**config.mk**
```make
export PLATFORM = sky130hd
export DESIGN_NAME = seq_multiplier
export DESIGN_NICKNAME = d
export VERILOG_FILES = /design/src/rtl/seq_multiplier_pkg.sv /design/src/rtl/seq_multiplier_adder.sv /design/src/rtl/seq_multiplier.sv
export SDC_FILE = /design/constraint.sdc
export NUM_CORES = 1
export LEC_CHECK = 0
export BUFFER_PORTS_ARGS = -buffer_cell sky130_fd_sc_hd__buf_2
export CAP_MARGIN = 5
export CORE_MARGIN = 3
export CORE_UTILIZATION = 39
export DETAILED_ROUTE_END_ITERATION = 10
export PLACE_DENSITY = 0.6
export SYNTH_ARGS = -nofsm -noshare
export SYNTH_HDL_FRONTEND = slang
export SYNTH_HIERARCHICAL = 1
export SYNTH_SLANG_ARGS = --single-unit
export TNS_END_PERCENT = 5
```
**constraint.sdc**
```tcl
create_clock -name clk -period 3 [get_ports clk]
set_input_delay 0.9 -clock clk [delete_from_list [all_inputs] [get_ports clk]]
set_output_delay 0.9 -clock clk [all_outputs]
set_load 0.01 [all_outputs]
```
**src/rtl/seq_multiplier_pkg.sv**
```systemverilog
// Shared definitions for the sequential shift-add multiplier.
// Holds the FSM state encodings and the step-counter width helper.
package seq_multiplier_pkg;

   typedef enum logic [1:0] {
      IDLE = 2'd0,
      RUN  = 2'd1,
      DONE = 2'd2
   } state_t;

   // A one-bit counter is still needed when SIZE is small enough that clog2 collapses to zero.
   function automatic int cnt_width(input int size);
      return (size > 1) ? $clog2(size) : 1;
   endfunction

endpackage

```
**src/rtl/seq_multiplier_adder.sv**
```systemverilog
// Parameterised ripple-carry adder used for the partial-product accumulate step.
// Produces SIZE sum bits plus the carry out of the top bit.
module seq_multiplier_adder #(
   parameter int SIZE = 4
) (
   output logic            c_out,
   output logic [SIZE-1:0] sum,
   input  logic [SIZE-1:0] a,
   input  logic [SIZE-1:0] b,
   input  logic            c_in
);

   logic [SIZE:0] carry;

   assign carry[0] = c_in;

   for (genvar i = 0; i < SIZE; i++) begin : g_bit
      assign sum[i]     = a[i] ^ b[i] ^ carry[i];
      assign carry[i+1] = (a[i] & b[i]) | (carry[i] & (a[i] ^ b[i]));
   end

   assign c_out = carry[SIZE];

endmodule

```
**src/rtl/seq_multiplier.sv**
```systemverilog
// Unsigned sequential shift-add multiplier: one partial product per RUN cycle,
// result registered on the final step and held until the next accepted start.
module seq_multiplier
   import seq_multiplier_pkg::*;
#(
   parameter int SIZE = 4
) (
   input  logic              clk,
   input  logic              rst_n,
   input  logic              start,
   input  logic [SIZE-1:0]   a,
   input  logic [SIZE-1:0]   b,
   output logic              busy,
   output logic              done,
   output logic [2*SIZE-1:0] product
);

   localparam int CW = cnt_width(SIZE);
   localparam logic [CW-1:0] LAST_CNT = CW'(SIZE - 1);

   state_t state;
   state_t state_next;

   logic [SIZE-1:0]   mcand;
   logic [SIZE-1:0]   hi;
   logic [SIZE-1:0]   lo;
   logic [CW-1:0]     cnt;

   logic              load;
   logic              step;
   logic              last_step;

   logic              add_c;
   logic [SIZE-1:0]   add_s;
   logic              shift_c;
   logic [SIZE-1:0]   shift_s;
   logic [2*SIZE-1:0] acc_next;

   always_ff @(posedge clk or negedge rst_n) begin
      if (!rst_n) begin
         state <= IDLE;
      end else begin
         state <= state_next;
      end
   end

   always_comb begin
      state_next = state;
      busy       = 1'b0;
      done       = 1'b0;
      load       = 1'b0;
      step       = 1'b0;
      last_step  = 1'b0;
      case (state)
         IDLE: begin
            if (start) begin
               load       = 1'b1;
               state_next = RUN;
            end
         end
         RUN: begin
            busy = 1'b1;
            step = 1'b1;
            if (cnt == LAST_CNT) begin
               last_step  = 1'b1;
               state_next = DONE;
            end
         end
         DONE: begin
            done       = 1'b1;
            state_next = IDLE;
         end
         default: begin
            state_next = IDLE;
         end
      endcase
   end

   seq_multiplier_adder #(
      .SIZE (SIZE)
   ) u_adder (
      .c_out (add_c),
      .sum   (add_s),
      .a     (hi),
      .b     (mcand),
      .c_in  (1'b0)
   );

   // Keeping the adder carry as the new top bit is what makes the result exact for all operands.
   always_comb begin
      shift_c = 1'b0;
      shift_s = hi;
      if (lo[0]) begin
         shift_c = add_c;
         shift_s = add_s;
      end
   end

   assign acc_next = {shift_c, shift_s, lo[SIZE-1:1]};

   always_ff @(posedge clk or negedge rst_n) begin
      if (!rst_n) begin
         mcand   <= '0;
         hi      <= '0;
         lo      <= '0;
         cnt     <= '0;
         product <= '0;
      end else if (load) begin
         mcand <= a;
         hi    <= '0;
         lo    <= b;
         cnt   <= '0;
      end else if (step) begin
         {hi, lo} <= acc_next;
         // The counter parks at its final value rather than wrapping past it.
         if (!last_step) begin
            cnt <= cnt + CW'(1);
         end
         if (last_step) begin
            product <= acc_next;
         end
      end
   end

endmodule

```
Word-level counts from Yosys, hierarchy flattened:

Index checks and enable logic that the tools add are counted.

* logic and storage cells: 54
* output and inout bits: 10
* bits in registers: 24
* input port bits: 11

* equality and inequality tests: 6
* reduce and logical (&&, ||, !) cells: 5
* add/sub/neg operators: 1
* bitwise logic cells: 18
* muxes and demuxes: 18

Operator list (count)
* $mux W4: 5
* $mux W2: 5
* $and A1 B1 Y1: 7
* $mux W1: 7
* $xor A1 B1 Y1: 7
* $ne A2 B2 Y1 const B: 3
* $eq A2 B2 Y1 const B: 2
* $pmux W2 S2: 1
* $reduce_and A2 Y1: 2
* $or A1 B1 Y1: 3
* $reduce_and A3 Y1: 1
* $add A2 B1 Y2 const B: 1
* $eq A2 B1 Y1 const B: 1
* $logic_not A2 Y1: 1
* $reduce_bool A2 Y1: 1
* $not A1 Y1: 1

Longest topological paths before layout:

* word-level depth: 10
* mapped depth: 10
* mapped depth without buffers: 10

Cells and area by module:

The synthesis kept the hierarchy.

By module, submodules not included
* seq_multiplier: area an instance 1072.3 sq um, times used 1, seq. area each 600.6 sq um, cells each 92
* seq_multiplier_adder: area an instance 117.6 sq um, times used 1, seq. area each 0.0 sq um, cells each 14

Worst setup path after synthesis:

No wires, ideal clock.

* kind: register to register
* from: register hi[0]
* to: register product[6]
* required time: 2.917 ns
* period minus slack after synthesis: 2.188 ns
* stages on the path, launching flop included: 11
* arrival: 2.105 ns
* path buffers: 0
* slack: 0.812 ns
* setup time: 0.083 ns
* cell sequence: dfrtp_1 -> fa_1 -> inv_1 -> fa_1 -> inv_1 -> fa_1 -> inv_1 -> fa_1 -> inv_1 -> mux2i_1 -> o21ai_0

* longest elaborated chain between the ends: 7

RTL lines
* start: declaration: RTL line seq_multiplier.sv:25 `logic [SIZE-1:0] hi;`
* start signal: assignment: RTL line seq_multiplier.sv:114 `{hi, lo} <= acc_next;`
* $and A1 B1 Y1 (2 in a row): RTL line seq_multiplier_adder.sv:19 `assign carry[i+1] = (a[i] & b[i]) | (carry[i] & (a[i] ^ b[i]));`
* $or A1 B1 Y1: RTL line seq_multiplier_adder.sv:19
* $and A1 B1 Y1: RTL line seq_multiplier_adder.sv:19
* $or A1 B1 Y1: RTL line seq_multiplier_adder.sv:19
* $xor A1 B1 Y1: RTL line seq_multiplier_adder.sv:18 `assign sum[i] = a[i] ^ b[i] ^ carry[i];`
* net add_s[3]: RTL line seq_multiplier.sv:34 `logic [SIZE-1:0] add_s;`
* $mux W4: RTL line seq_multiplier.sv:93 `if (lo[0]) begin`
* end signal: assignment: RTL line seq_multiplier.sv:120 `product <= acc_next;`
* end: declaration: RTL line seq_multiplier.sv:15 `output logic [2*SIZE-1:0] product`

The timed path passes the listed nets, and every way through them passes these cells.
A chain may end at the register's enable or synchronous reset.

Worst setup path in the final report:

* from: register state[0]
* to: output busy

* longest elaborated chain between the ends: 2

RTL lines
* start: declaration: RTL line seq_multiplier.sv:21 `state_t state;`
* start signal: assignment: RTL line seq_multiplier.sv:43 `state <= state_next;`
* $eq A2 B1 Y1: RTL line seq_multiplier.sv:54 `case (state)`
* $mux W1: RTL line seq_multiplier.sv:54
* end: declaration: RTL line seq_multiplier.sv:13 `output logic busy,`

Every way passes these cells.

==> results.md <==
- CP max stage delay: ~0.63 ns
- CTS Buf Count: 3
- CTS Hold Bufs: 0
- Pwr dens: ~1000 nW/um^2
- I/O Buffers: 20
- CP Class: reg -> out
- CTS resizes: 0
- Min Tclk post-route: 2.39 ns
- Share of cells above drive strength 1: 0.266
- H-Tree Depth: 1
- Via count of the first global-routing pass: 726
- CP bufs+invs: 2
- Commonest non-fill, non-tap cell in the layout: dfrtp_1
- Antenna-violating nets left: 0
- Area contributors post-synth: dfrtp_1 (50%), fa_1 (6.7%), nand2_1 (6.3%)
- Fin. Hold Viols: 0
- Largest delay share family, worst path: flip-flops
- Crit-path slowest cell: dfrtp_1
- Setup WS pre-CTS: between 0.6 and 0.7 ns
- Post-CTS setup buffer count: 0
- Antenna cells: 0
- Grt total ovfl: 0
- Leak Pwr: about 0.67 nW
- Worst-path clk slew: 0.12 ns
- Worst path depth: 3
- Drt total wl: just under 2000 um
- GRT Overall Usage: 0.119
- P&R area growth vs syn: 9.88%
- Number of warning messages in the yosys log: 6
- CP required: about 2.1 ns
- Period Utilization, post-route: 0.797
- Cell taking the most area after synthesis: dfrtp_1
- Via count: 779
- Slew headroom: 0.652
- Netlist Area Pre-Place: approximately 1200 sq um
- Die width: slightly above 60 um
- Layout Skew: about 0.0015 ns
- Yosys top cell area share: 0.505
- RSZ-0062 raised after global routing: no
- Skew-Pair Late Insertion Delay: approximately 0.30 ns
- Critical Path Start Type: flop
- CTS Root Cell: clkbuf_4
- Dpl cell area: 1280 sq um
- Peak supply drop: between 0.3 and 0.4 mV
- Vias per inst: 5.03
- PnR Total Power: between 1 and 1.5 mW
- Worst R2R Path Depth: 10
- Clock sink total: 24
- Outcome: finished, final reports clean
- Placeable core area: ~2800 sq um
- Syn_area_per_cell: approximately 11 sq um
- Fmax achieved: ~420 MHz
- Final setup violation count: 0
- Initial Util: 0.421
- NumNets Final: 142
- GP Congestion: 0.795
- Worst Hold Depth: 2
- Finished Cell Area: 1310 sq um
- Detailed-placement wirelength estimate: around 1500 um
- Antenna violations before repair: 0
- Final count of pins violating max slew: 0
- Routed len/inst: approximately 13 um
- Setup crit end kind: output pin
- Io pins: 21
- Post-route setup TNS: 0 ns
- Seq/Total Area, Yosys: 0.505
- Slew @ Worst Pin: 0.522 ns
- Commonest non-fill, non-tap cells in the layout: dfrtp_1 (24), nand2_1 (20), buf_2 (20)
- Cells after Synth: about 110
- CP Max Fanout: 9
- FF+latch count, synth: 24
- Die area: around 3700 sq um
- First-pass GRT wire length: ~3300 um
- Pin count of the biggest net entering global routing: 25
- Max clock buf depth: 2
- Residual DRC: 0
- Drt first-iter violations: 21
- Net Count, Synth: about 120
- Yosys cell types: 23
- Worst setup margin: around 0.61 ns
- First-pass detailed-route iteration total: 4
- CTS tree: done
- Worst EP arrival: about 1.5 ns
- Fillers: roughly 270
- Row Count: 19
- Hold Path Class: reg -> reg
- Die Ht: a little over 60 um
- Maxcap violations: 0
- Crit path cell chain: nand2b_1, inv_1, buf_2
## synth_stat cells (all sizes together)
cell type,n
dfrtp,24
nand2,20
o21ai,14
inv,13
buf,5
fa,4
mux2,4
mux2i,4
a22oi,3
a22o,2
and2b,2
nor2,2
a221oi,1
conb,1
ha,1
nand2b,1
nand3b,1
nor2b,1
nor3b,1
o21bai,1
o31ai,1
## kinds of logic (layout without fill, tap and decap cells)
group	count (synthesis)	count (layout)	share of synthesized area
AO/OA/AOI/OAI	22	22	0.127
adder cells (fa/ha/maj)	5	5	0.0778
buffers and inverters	18	36	0.0778
flip-flops	24	24	0.505
multiplexers	8	8	0.0841
other	1	1	0.00315
AND/OR/NAND/NOR	28	28	0.125
## sequential cells by signal, summed over array words and instances, names as in the netlist
name	cells
hi	4
state	2
mcand	4
lo	4
product	8
cnt	2
## worst reg2reg max path, cell delays in order, from the launching register on
cell and delay, ns:
dfrtp_1 0.43, fa_1 0.42, inv_1 0.08, fa_1 0.15
inv_1 0.05, fa_1 0.35, inv_1 0.07, fa_1 0.40
inv_1 0.06, mux2i_1 0.07, o21ai_0 0.16
## area by class of cell
cell class,count,area (sq um),area share
clock buffer,3,22.5,0.0172
inverter,13,48.8,0.0373
multi-input combinational,64,497,0.380
sequential,24,601,0.459
tap,31,38.8,0.0297
timing repair buffer,20,100,0.0766
## stage by stage
stage | util | hold WS, ns | instances
detailed placement | 0.454 | 0.466 | 152
floorplan | - | 0.455 | 106
finish | 0.462 | 0.487 | 155
CTS | 0.462 | 0.495 | 155
global placement | 0.454 | 0.457 | 152
global route | 0.462 | 0.517 | 155
## final timing paths
check | end | slack [ns] | start
min | product[2] | 0.49 | product[2]
min in group asynchronous | hi[2] | 0.55 | rst_n
max reg2reg | product[6] | 0.69 | hi[0]
max | busy | 0.61 | state[0]
max in group asynchronous | state[0] | 2.10 | rst_n
min reg2reg | product[2] | 0.49 | product[2]
## report_power, final
part,switching [mW],internal (mW)
combinational,0.295,0.280
clock,0.0896,0.0469
sequential,0.127,0.467
total,0.512,0.794
## metal layers
metal | part of all wire | global-route usage | wire length, um | vias up
met5 | 0 | 0 | 0 | -
met4 | 0.0096 | 0.0464 | 19 | 0
met3 | 0.048 | 0.0252 | 95 | 2
li1 | - | - | - | 383
met1 | 0.47 | 0.162 | 936 | 377
met2 | 0.47 | 0.186 | 927 | 17
(Power assumes the default switching activity.)
